<file path="src/rtl/word_memory_sequencer.sv">
// word_memory_sequencer: moves one DATA_W-bit word to or from a byte-wide memory.
// A store is split into DATA_W/8 byte writes, and a load is built from DATA_W/8 byte reads.
// Byte addresses count up from a base address and wrap modulo 2**ADDR_W.
// Byte order and memory read latency are set by parameters.
// All memory-side outputs are registered.
module word_memory_sequencer #(
  parameter int DATA_W        = 16,
  parameter int ADDR_W        = 16,
  parameter bit LITTLE_ENDIAN = 1'b1,
  parameter int MEM_RD_LAT    = 0
) (
  input  logic              clk,
  input  logic              rst_n,
  input  logic              start,
  input  logic              op,
  input  logic              abort,
  input  logic [ADDR_W-1:0] base_addr,
  input  logic [DATA_W-1:0] wr_data,
  input  logic [7:0]        mem_out,
  output logic              busy,
  output logic              done,
  output logic [DATA_W-1:0] rd_data,
  output logic              addr_wrap,
  output logic [ADDR_W-1:0] mem_address,
  output logic              mem_cs,
  output logic              mem_wr,
  output logic [7:0]        mem_data
);

  localparam int NB = DATA_W / 8;
  // cyc_reg counts through the XFER cycles and then the DRAIN cycles, so it must hold NB+MEM_RD_LAT.
  localparam int CW = $clog2(NB + MEM_RD_LAT + 1) + 1;
  localparam logic [CW-1:0]     LAST_XFER  = CW'(NB - 1);
  localparam logic [CW-1:0]     LAST_DRAIN = CW'(NB + MEM_RD_LAT - 1);
  localparam logic [CW-1:0]     CAP_FIRST  = CW'(MEM_RD_LAT);
  localparam logic [ADDR_W-1:0] ADDR_ONES  = '1;

  typedef enum logic [1:0] {IDLE, XFER, DRAIN, DONE} state_t;

  state_t            state_reg;
  logic              op_reg;
  logic [DATA_W-1:0] word_reg;
  logic [CW-1:0]     cyc_reg;
  logic              busy_reg;
  logic              done_reg;
  logic [DATA_W-1:0] rd_data_reg;
  logic              addr_wrap_reg;
  logic [ADDR_W-1:0] mem_address_reg;
  logic              mem_cs_reg;
  logic              mem_wr_reg;
  logic [7:0]        mem_data_reg;

  logic [7:0]        shadow_lane [NB];
  logic [DATA_W-1:0] shadow_word;
  logic              cap_en;
  logic [CW-1:0]     cap_idx;

  // Returns the byte that goes to address Base+idx, taking byte order into account.
  function automatic logic [7:0] word_byte(input logic [DATA_W-1:0] w, input logic [CW-1:0] idx);
    logic [7:0] b;
    b = '0;
    for (int k = 0; k < NB; k++) begin
      if (idx == CW'(k)) b = LITTLE_ENDIAN ? w[8*k +: 8] : w[8*(NB-1-k) +: 8];
    end
    return b;
  endfunction

  // Read data for index i shows up MEM_RD_LAT cycles after its address was issued.
  // Using cyc_reg+1 > CAP_FIRST means the compare is never a constant when the latency is 0.
  assign cap_en  = !op_reg && (state_reg == XFER || state_reg == DRAIN) &&
                   ((cyc_reg + 1'b1) > CAP_FIRST);
  assign cap_idx = cyc_reg - CAP_FIRST;

  genvar gi;
  generate
    for (gi = 0; gi < NB; gi++) begin : g_lane
      localparam logic [CW-1:0] LANE_IDX = LITTLE_ENDIAN ? CW'(gi) : CW'(NB - 1 - gi);
      // Shadow byte lane: takes its byte when the incoming byte index matches this lane.
      always_ff @(posedge clk or negedge rst_n) begin
        if (!rst_n)                             shadow_lane[gi] <= '0;
        else if (cap_en && cap_idx == LANE_IDX) shadow_lane[gi] <= mem_out;
      end
      assign shadow_word[8*gi +: 8] = shadow_lane[gi];
    end
  endgenerate

  // Transfer FSM. It produces every output as a register, from the next state.
  always_ff @(posedge clk or negedge rst_n) begin
    if (!rst_n) begin
      state_reg       <= IDLE;
      op_reg          <= 1'b0;
      word_reg        <= '0;
      cyc_reg         <= '0;
      busy_reg        <= 1'b0;
      done_reg        <= 1'b0;
      rd_data_reg     <= '0;
      addr_wrap_reg   <= 1'b0;
      mem_address_reg <= '0;
      mem_cs_reg      <= 1'b1;
      mem_wr_reg      <= 1'b0;
      mem_data_reg    <= '0;
    end else begin
      case (state_reg)
        IDLE: begin
          done_reg <= 1'b0;
          // If abort arrives in the same cycle as start, the request is dropped.
          if (start && !abort) begin
            state_reg       <= XFER;
            op_reg          <= op;
            word_reg        <= wr_data;
            addr_wrap_reg   <= 1'b0;
            cyc_reg         <= '0;
            busy_reg        <= 1'b1;
            mem_address_reg <= base_addr;
            mem_cs_reg      <= 1'b0;
            mem_wr_reg      <= op;
            mem_data_reg    <= op ? word_byte(wr_data, '0) : 8'h00;
          end
        end
        XFER: begin
          if (abort) begin
            state_reg    <= IDLE;
            busy_reg     <= 1'b0;
            mem_cs_reg   <= 1'b1;
            mem_wr_reg   <= 1'b0;
            mem_data_reg <= '0;
          end else if (cyc_reg == LAST_XFER) begin
            cyc_reg      <= cyc_reg + 1'b1;
            mem_cs_reg   <= 1'b1;
            mem_wr_reg   <= 1'b0;
            mem_data_reg <= '0;
            // A store has nothing left to wait for. A load waits in DRAIN until its last byte arrives.
            if (op_reg || MEM_RD_LAT == 0) begin
              state_reg <= DONE;
              done_reg  <= 1'b1;
            end else begin
              state_reg <= DRAIN;
            end
          end else begin
            cyc_reg         <= cyc_reg + 1'b1;
            mem_address_reg <= mem_address_reg + 1'b1;
            if (mem_address_reg == ADDR_ONES) addr_wrap_reg <= 1'b1;
            mem_data_reg    <= op_reg ? word_byte(word_reg, cyc_reg + 1'b1) : 8'h00;
          end
        end
        DRAIN: begin
          if (abort) begin
            state_reg <= IDLE;
            busy_reg  <= 1'b0;
          end else begin
            cyc_reg <= cyc_reg + 1'b1;
            if (cyc_reg == LAST_DRAIN) begin
              state_reg <= DONE;
              done_reg  <= 1'b1;
            end
          end
        end
        DONE: begin
          state_reg <= IDLE;
          done_reg  <= 1'b0;
          busy_reg  <= 1'b0;
          if (!op_reg) rd_data_reg <= shadow_word;
        end
        default: state_reg <= IDLE;
      endcase
    end
  end

  assign busy        = busy_reg;
  assign done        = done_reg;
  assign rd_data     = rd_data_reg;
  assign addr_wrap   = addr_wrap_reg;
  assign mem_address = mem_address_reg;
  assign mem_cs      = mem_cs_reg;
  assign mem_wr      = mem_wr_reg;
  assign mem_data    = mem_data_reg;

endmodule
</file>
<file path="config.mk">
export PLATFORM = sky130hd
export DESIGN_NAME = word_memory_sequencer
export DESIGN_NICKNAME = d
export VERILOG_FILES = /design/src/rtl/word_memory_sequencer.sv
export SDC_FILE = /design/constraint.sdc
export NUM_CORES = 1
export LEC_CHECK = 0
export ABC_AREA = 1
export ABC_CLOCK_PERIOD_IN_PS = 3700
export CAP_MARGIN = 20
export CORE_MARGIN = 1.5
export CORE_UTILIZATION = 55
export DETAILED_ROUTE_END_ITERATION = 7
export GPL_TIMING_DRIVEN = 1
export PLACE_DENSITY = 0.94
export SETUP_SLACK_MARGIN = 0.2
export SLEW_MARGIN = 40
export SYNTH_ARGS = -nofsm -noshare
export SYNTH_HDL_FRONTEND = slang
export SYNTH_SLANG_ARGS = --single-unit
</file>
<file path="constraint.sdc">
create_clock -name clk -period 3.7 [get_ports clk]
set_input_delay 0.74 -clock clk [delete_from_list [all_inputs] [get_ports clk]]
set_output_delay 0.74 -clock clk [all_outputs]
set_load 0.005 [all_outputs]
</file>
==> results of run 1 <==
[per-layer routing]
metal  GRT usage  part of all wire
met1      0.3091              0.43
met5           0                 0
met2      0.4103              0.49
met4     0.09392             0.018
met3     0.05668             0.063
[synthesized netlist by cell type, types with 2 or more instances]
library cell  count  share of area
a21oi_1          18          0.022
a21oi_2           8          0.017
a31oi_1           2         0.0030
buf_2            13          0.016
buf_6             2         0.0054
dfrtp_1          82           0.49
ha_1              8          0.024
inv_1            45          0.041
inv_2             4         0.0036
mux2_2           16          0.043
nand2_1         135           0.12
nand2_2           2         0.0030
nand3_1          36          0.043
nand4_1           3         0.0045
nor2_1           54          0.049
o21ai_0          21          0.025
o21ai_1          17          0.020
o21ai_2           8          0.017
o21bai_1          2         0.0036
o22ai_1           2         0.0030
xor2_1            2         0.0042
[worst max-delay path, stage by stage]
cell             delay [ns]
clkdlybuf4s50_1        0.46
inv_2                  0.11
nand3_1                0.28
nand2_1                0.43
inv_2                  0.15
nor2_1                 0.14
buf_4                  0.25
o21ai_0                0.13
o21ai_1                0.13
[worst min-delay path by stage]
stage	endpoint	slack [ns]	cells past startpoint
2_1_floorplan	addr_wrap	0.44	0
3_3_place_gp	shadow_lane[12]	0.46	2
3_5_place_dp	word_reg[12]	0.47	2
4_1_cts	rd_data[0]	0.44	1
5_1_grt	cyc_reg[2]	0.48	1
6_report	rd_data[0]	0.42	1
[per-stage QoR]
step	hold WS (ns)	power, uW	cell area (um^2)
2_1_floorplan	0.4444	2989	4159
3_3_place_gp	0.4622	3726	5076
3_5_place_dp	0.4661	3834	5080
4_1_cts	0.4406	4575	5306
5_1_grt	0.4771	4917	5318
6_report	0.4177	4574	5318
[power by group through the flow]
stage               clock [uW]  combinational, uW  sequential, uW
floorplan                    0               1360            1630
global placement             0               2070            1660
detailed placement           0               2150            1680
CTS                        740               2170            1670
global route               773               2420            1730
finish                     735               2160            1680
[cell type report]
class / count / area (um^2) / area share
clock buffers: 11 / 141.4 / 0.02659
flip-flops and latches: 83 / 2078 / 0.3908
clock inverters: 5 / 85.08 / 0.01600
repair buffers: 91 / 907.1 / 0.1706
inverters: 49 / 183.9 / 0.03459
multi-input cells: 344 / 1798 / 0.3381
well taps: 99 / 123.9 / 0.02329
[logic make-up (layout without fill, tap and decap cells)]
group           after synthesis  count (layout)  synth area share
compound gates               80              80            0.1143
mux                          16              16           0.04332
buf+inv                      67             156           0.07069
fa+ha+maj                     8               8           0.02407
flops                        83              83            0.4997
simple gates                236             236            0.2377
xor+xnor                      4               4           0.01023
==> summary.md, run 1 <==
| Metric | Value |
|---|---|
| Measured slew at the worst slew-check pin | `0.7298 ns` |
| Critical path endpoint category | `register` |
| Die X | `89.96 um` |
| Die Area | `8093 um^2` |
| Synth Flop Type | `dfrtp_1` |
| # diodes | `0` |
| Worst reg2reg endpoint | `mem_address[5]` |
| Global route overflow | `0` |
| Initial Util | `0.5704` |
| Crit path max fanout | `21` |
| Avg Synthesized Cell Area | `8.419 um^2` |
| Share of power burned in the clock network | `0.161` |
| Crit path DAT | `2.83 ns` |
| Largest net degree at the start of global routing | `84` |
| CTS clock-pin slew for the worst setup and hold paths | `0.09 ns` |
| Vias/cell | `5.302` |
| Sw frac | `0.3921` |
| Post-CTS Hold Buffers | `0` |
| Placed cell count | `666` |
| Worst Hold Class | `primary input to asynchronous set/reset pin` |
| PostCTS Resize Cnt | `0` |
| Logic gate share of total power | `0.473` |
| Worst slack, placed | `0.8067 ns` |
| Most frequent cells in the layout | `nand2_1, clkdlybuf4s50_1, dfrtp_1` |
| Unrepaired setup endpoints after global routing | `no` |
| Seq pwr share | `0.366` |
| DP HPWL | `6919 um` |
| Sink Count | `83` |
| Total number of yosys warnings | `0` |
| Synth Instances | `494` |
| Fmax achieved | `393.4 MHz` |
| Synth Cell Area | `4159 um^2` |
| Max-Cap Viols | `0` |
| Cts bufs inserted | `9` |
| R2r setup slk | `1.40 ns` |
| CTS tree | `yes` |
| Synth unique cells | `35` |
| Final non-filler cell total | `682` |
| Final Max Slew Viols | `0` |
| Critical Path Source Type | `primary input` |
| FFs w/ async S/R, synth | `1.000` |
| WL final | `9577 um` |
| DRT antenna net count | `0` |
| Worst setup margin | `1.158 ns` |
| CP Class | `primary input to register` |
| Filler Cell Count | `540` |
| Commonest non-fill, non-tap cell in the layout | `nand2_1` |
| Number of antenna violations at the first check in global routing | `0` |
| # setup viols final | `0` |
| Final min period | `2.542 ns` |
| Vias in the first global route | `3457` |
| Vias | `3616` |
| Relative slew slack | `0.5123` |
| Fraction of layout cells with a size suffix above 1 | `0.1081` |
| Required time worst endpoint | `3.99 ns` |
| Die height | `89.96 um` |
| Clk buf depth | `2` |
| Final period util | `0.6871` |
| DRT Pass-1 Iters | `5` |
| Fin util | `0.7292` |
| Fin Setup TNS | `0 ns` |
| PortBufs | `89` |
| Core Area | `7292 um^2` |
| Synthesized flop and latch total | `83` |
| Io pins | `90` |
| GPL Wtd Cong | `0.9087` |
| R2r worst-path depth | `9` |
| Sw power | `1794 uW` |
| Row count | `31` |
| Reg-to-Reg Start | `state_reg[1]` |
| WL/cell | `14.04 um` |
| EDFF count, synth | `0` |
| Sequential area share after synthesis | `0.4997` |
| Lkg Pwr | `0.002485 uW` |
| Total Routing Usage GR | `0.2447` |
| DRC Markers | `0` |
| Worst vdd ir | `0.5366 mV` |
| Nets | `631` |
| Syn Nets | `547` |
| Htree depth | `3` |
| Worst-Skew Late Latency | `0.36 ns` |
| Crit path from | `abort` |
| First-pass GRT wire length | `15900 um` |
| Setup Skew | `0.01512 ns` |
| CP endpoint | `mem_address[5]` |
| Setup bufs post-CTS | `0` |
| DR iter-0 viols | `230` |
| Syn-to-layout area delta | `27.86%` |
| Fin. Hold Viols | `0` |
| Pwr Density | `860.3 nW/um^2` |
| Outcome | `finished clean` |
| Root Driver | `clkbuf_8` |
| P_int | `2781 uW` |
Note: power is estimated with default switching activity, not from simulation.
==> inputs of run 2 (changes only) <==
--- a/config.mk
+++ b/config.mk
@@ -6,13 +6,13 @@
 export NUM_CORES = 1
 export LEC_CHECK = 0
 export ABC_AREA = 1
-export ABC_CLOCK_PERIOD_IN_PS = 3700
+export ABC_CLOCK_PERIOD_IN_PS = 2500
 export CAP_MARGIN = 20
 export CORE_MARGIN = 1.5
-export CORE_UTILIZATION = 55
+export CORE_UTILIZATION = 51
 export DETAILED_ROUTE_END_ITERATION = 7
 export GPL_TIMING_DRIVEN = 1
-export PLACE_DENSITY = 0.94
+export PLACE_DENSITY = 0.88
 export SETUP_SLACK_MARGIN = 0.2
 export SLEW_MARGIN = 40
 export SYNTH_ARGS = -nofsm -noshare
==> constraint.sdc (replaced) <==
create_clock -name clk -period 2.5 [get_ports clk]
set_input_delay 0.5 -clock clk [delete_from_list [all_inputs] [get_ports clk]]
set_output_delay 0.5 -clock clk [all_outputs]
set_load 0.005 [all_outputs]
==> summary.md, run 2 (synthesized netlist as in run 1, its figures left out) <==
| Metric | Value |
|---|---|
| Worst-Skew Late Latency | `0.36 ns (about the same)` |
| DR iter-0 viols | `233 (+1.3%)` |
| Outcome | `finished clean` |
| Placed cell count | `673 (+1.1%)` |
| Logic gate share of total power | `0.490 (+0.017)` |
| Global route overflow | `0 (unchanged)` |
| Post-CTS Hold Buffers | `0 (unchanged)` |
| # setup viols final | `0 (unchanged)` |
| Sink Count | `83 (unchanged)` |
| # diodes | `0 (unchanged)` |
| Vias | `3629 (+0.36%)` |
| Die X | `93.31 um (+3.7%)` |
| Seq pwr share | `0.374 (+0.008)` |
| Final Max Slew Viols | `0 (unchanged)` |
| Final non-filler cell total | `689 (+1.0%)` |
| Required time worst endpoint | `2.74 ns (-1.25 ns)` |
| Nets | `635 (+0.63%)` |
| WL/cell | `14.11 um (+0.50%)` |
| P_int | `3911 uW (+41%)` |
| Syn-to-layout area delta | `27.53%` |
| CTS tree | `yes` |
| Fin util | `0.6793 (-0.04991)` |
| Total Routing Usage GR | `0.2389 (-0.005843)` |
| GPL Wtd Cong | `0.8770 (-3.5%)` |
| Unrepaired setup endpoints after global routing | `no` |
| Worst vdd ir | `0.7451 mV (+39%)` |
| Largest net degree at the start of global routing | `43 (-49%)` |
| DRT Pass-1 Iters | `6 (+1)` |
| Io pins | `90 (unchanged)` |
| DRT antenna net count | `0 (unchanged)` |
| Die Area | `8706 um^2 (+7.6%)` |
| Critical path endpoint category | `register` |
| Fmax achieved | `519.1 MHz` |
| Worst Hold Class | `primary input to asynchronous set/reset pin` |
| Row count | `32 (+3.2%)` |
| Pwr Density | `1243 nW/um^2 (+45%)` |
| First-pass GRT wire length | `16360 um (+2.9%)` |
| Critical Path Source Type | `register` |
| Vias/cell | `5.267 (-0.66%)` |
| Root Driver | `clkbuf_8` |
| Final period util | `0.7706` |
| Commonest non-fill, non-tap cell in the layout | `nand2_1` |
| Lkg Pwr | `0.002478 uW (-0.28%)` |
| Core Area | `7807 um^2 (+7.1%)` |
| CTS clock-pin slew for the worst setup and hold paths | `0.10 ns (about the same)` |
| Most frequent cells in the layout | `nand2_1, clkdlybuf4s50_1, dfrtp_1` |
| Setup Skew | `0.02148 ns (+0.006364 ns)` |
| Sw power | `2684 uW (+50%)` |
| Final min period | `1.927 ns` |
| Cts bufs inserted | `9 (unchanged)` |
| DP HPWL | `6894 um (-0.36%)` |
| Measured slew at the worst slew-check pin | `0.7449 ns (+0.01513 ns)` |
| Share of power burned in the clock network | `0.137 (-0.024)` |
| Relative slew slack | `0.5022 (-0.01011)` |
| Setup bufs post-CTS | `0 (unchanged)` |
| Fraction of layout cells with a size suffix above 1 | `0.1158 (+0.007782)` |
| Initial Util | `0.5327 (-0.03766)` |
| Fin Setup TNS | `0 ns (unchanged)` |
| CP Class | `register to register` |
| DRC Markers | `0 (unchanged)` |
| Max-Cap Viols | `0 (unchanged)` |
| Clk buf depth | `2 (unchanged)` |
| Crit path max fanout | `17 (-19%)` |
| PortBufs | `89 (unchanged)` |
| Vias in the first global route | `3599 (+4.1%)` |
| Fin. Hold Viols | `0 (unchanged)` |
| Crit path DAT | `2.16 ns (-0.67 ns)` |
| PostCTS Resize Cnt | `0 (unchanged)` |
| Number of antenna violations at the first check in global routing | `0 (unchanged)` |
| WL final | `9724 um (+1.5%)` |
| Die height | `93.31 um (+3.7%)` |
| Sw frac | `0.4069 (+0.01483)` |
| Htree depth | `3 (unchanged)` |
[run 2: area by class of cell]
cell class              count  area [um^2]
clock buffers               9        123.9
flip-flops and latches     83         2078
multi-input cells         344         1787
clock inverters             7        57.56
repair buffers             95        945.9
well taps                 102        127.6
inverters                  49        183.9
fillers                   612         2504
[run 2: power groups by stage]
stage	Clock, uW	Combinational (uW)	Sequential (uW)
global placement	0	3100	2450
finish	901	3230	2470
CTS	917	3240	2460
global route	985	3600	2550
detailed placement	0	3220	2480
floorplan	0	2010	2410
[run 2: path summary, 6_finish.rpt]
| path | start | end | slack [ns] | cells after the start |
|---|---|---|---|---|
| setup / recovery | cyc_reg[1] | shadow_lane[12] | 0.57 | 5 |
| hold / removal | rst_n | mem_data[7] | 0.14 | 1 |
| setup reg to reg | cyc_reg[1] | shadow_lane[12] | 0.57 | 5 |
| hold reg to reg | shadow_lane[11] | shadow_lane[11] | 0.49 | 2 |
| max in group asynchronous | rst_n | cyc_reg[2] | 1.72 | 2 |
| min in group clk | shadow_lane[11] | shadow_lane[11] | 0.49 | 2 |
[run 2: per-layer routing]
layer	routed length [um]	GRT usage
met2	4776	0.3998
met4	119	0.07576
met5	0	0
met3	727	0.06098
met1	4101	0.3024
[run 2: critical path: stages, from the launching register on]
cell	delay, ns
dfrtp_1	0.42
inv_1	0.11
ha_1	0.60
nand4_4	0.44
nand2_1	0.18
o21ai_2	0.06
[run 2: through the flow]
step	cell area (um^2)	total power (uW)	hold slack, ns	worst slack [ns]
4_1_cts	5304	6618	0.1433	0.6002
3_3_place_gp	5122	5557	0.4628	0.3760
3_5_place_dp	5122	5699	0.4696	0.3103
6_report	5304	6595	0.1356	0.5735
2_1_floorplan	4159	4424	0.2044	0.9196
5_1_grt	5304	7137	0.1597	0.4313
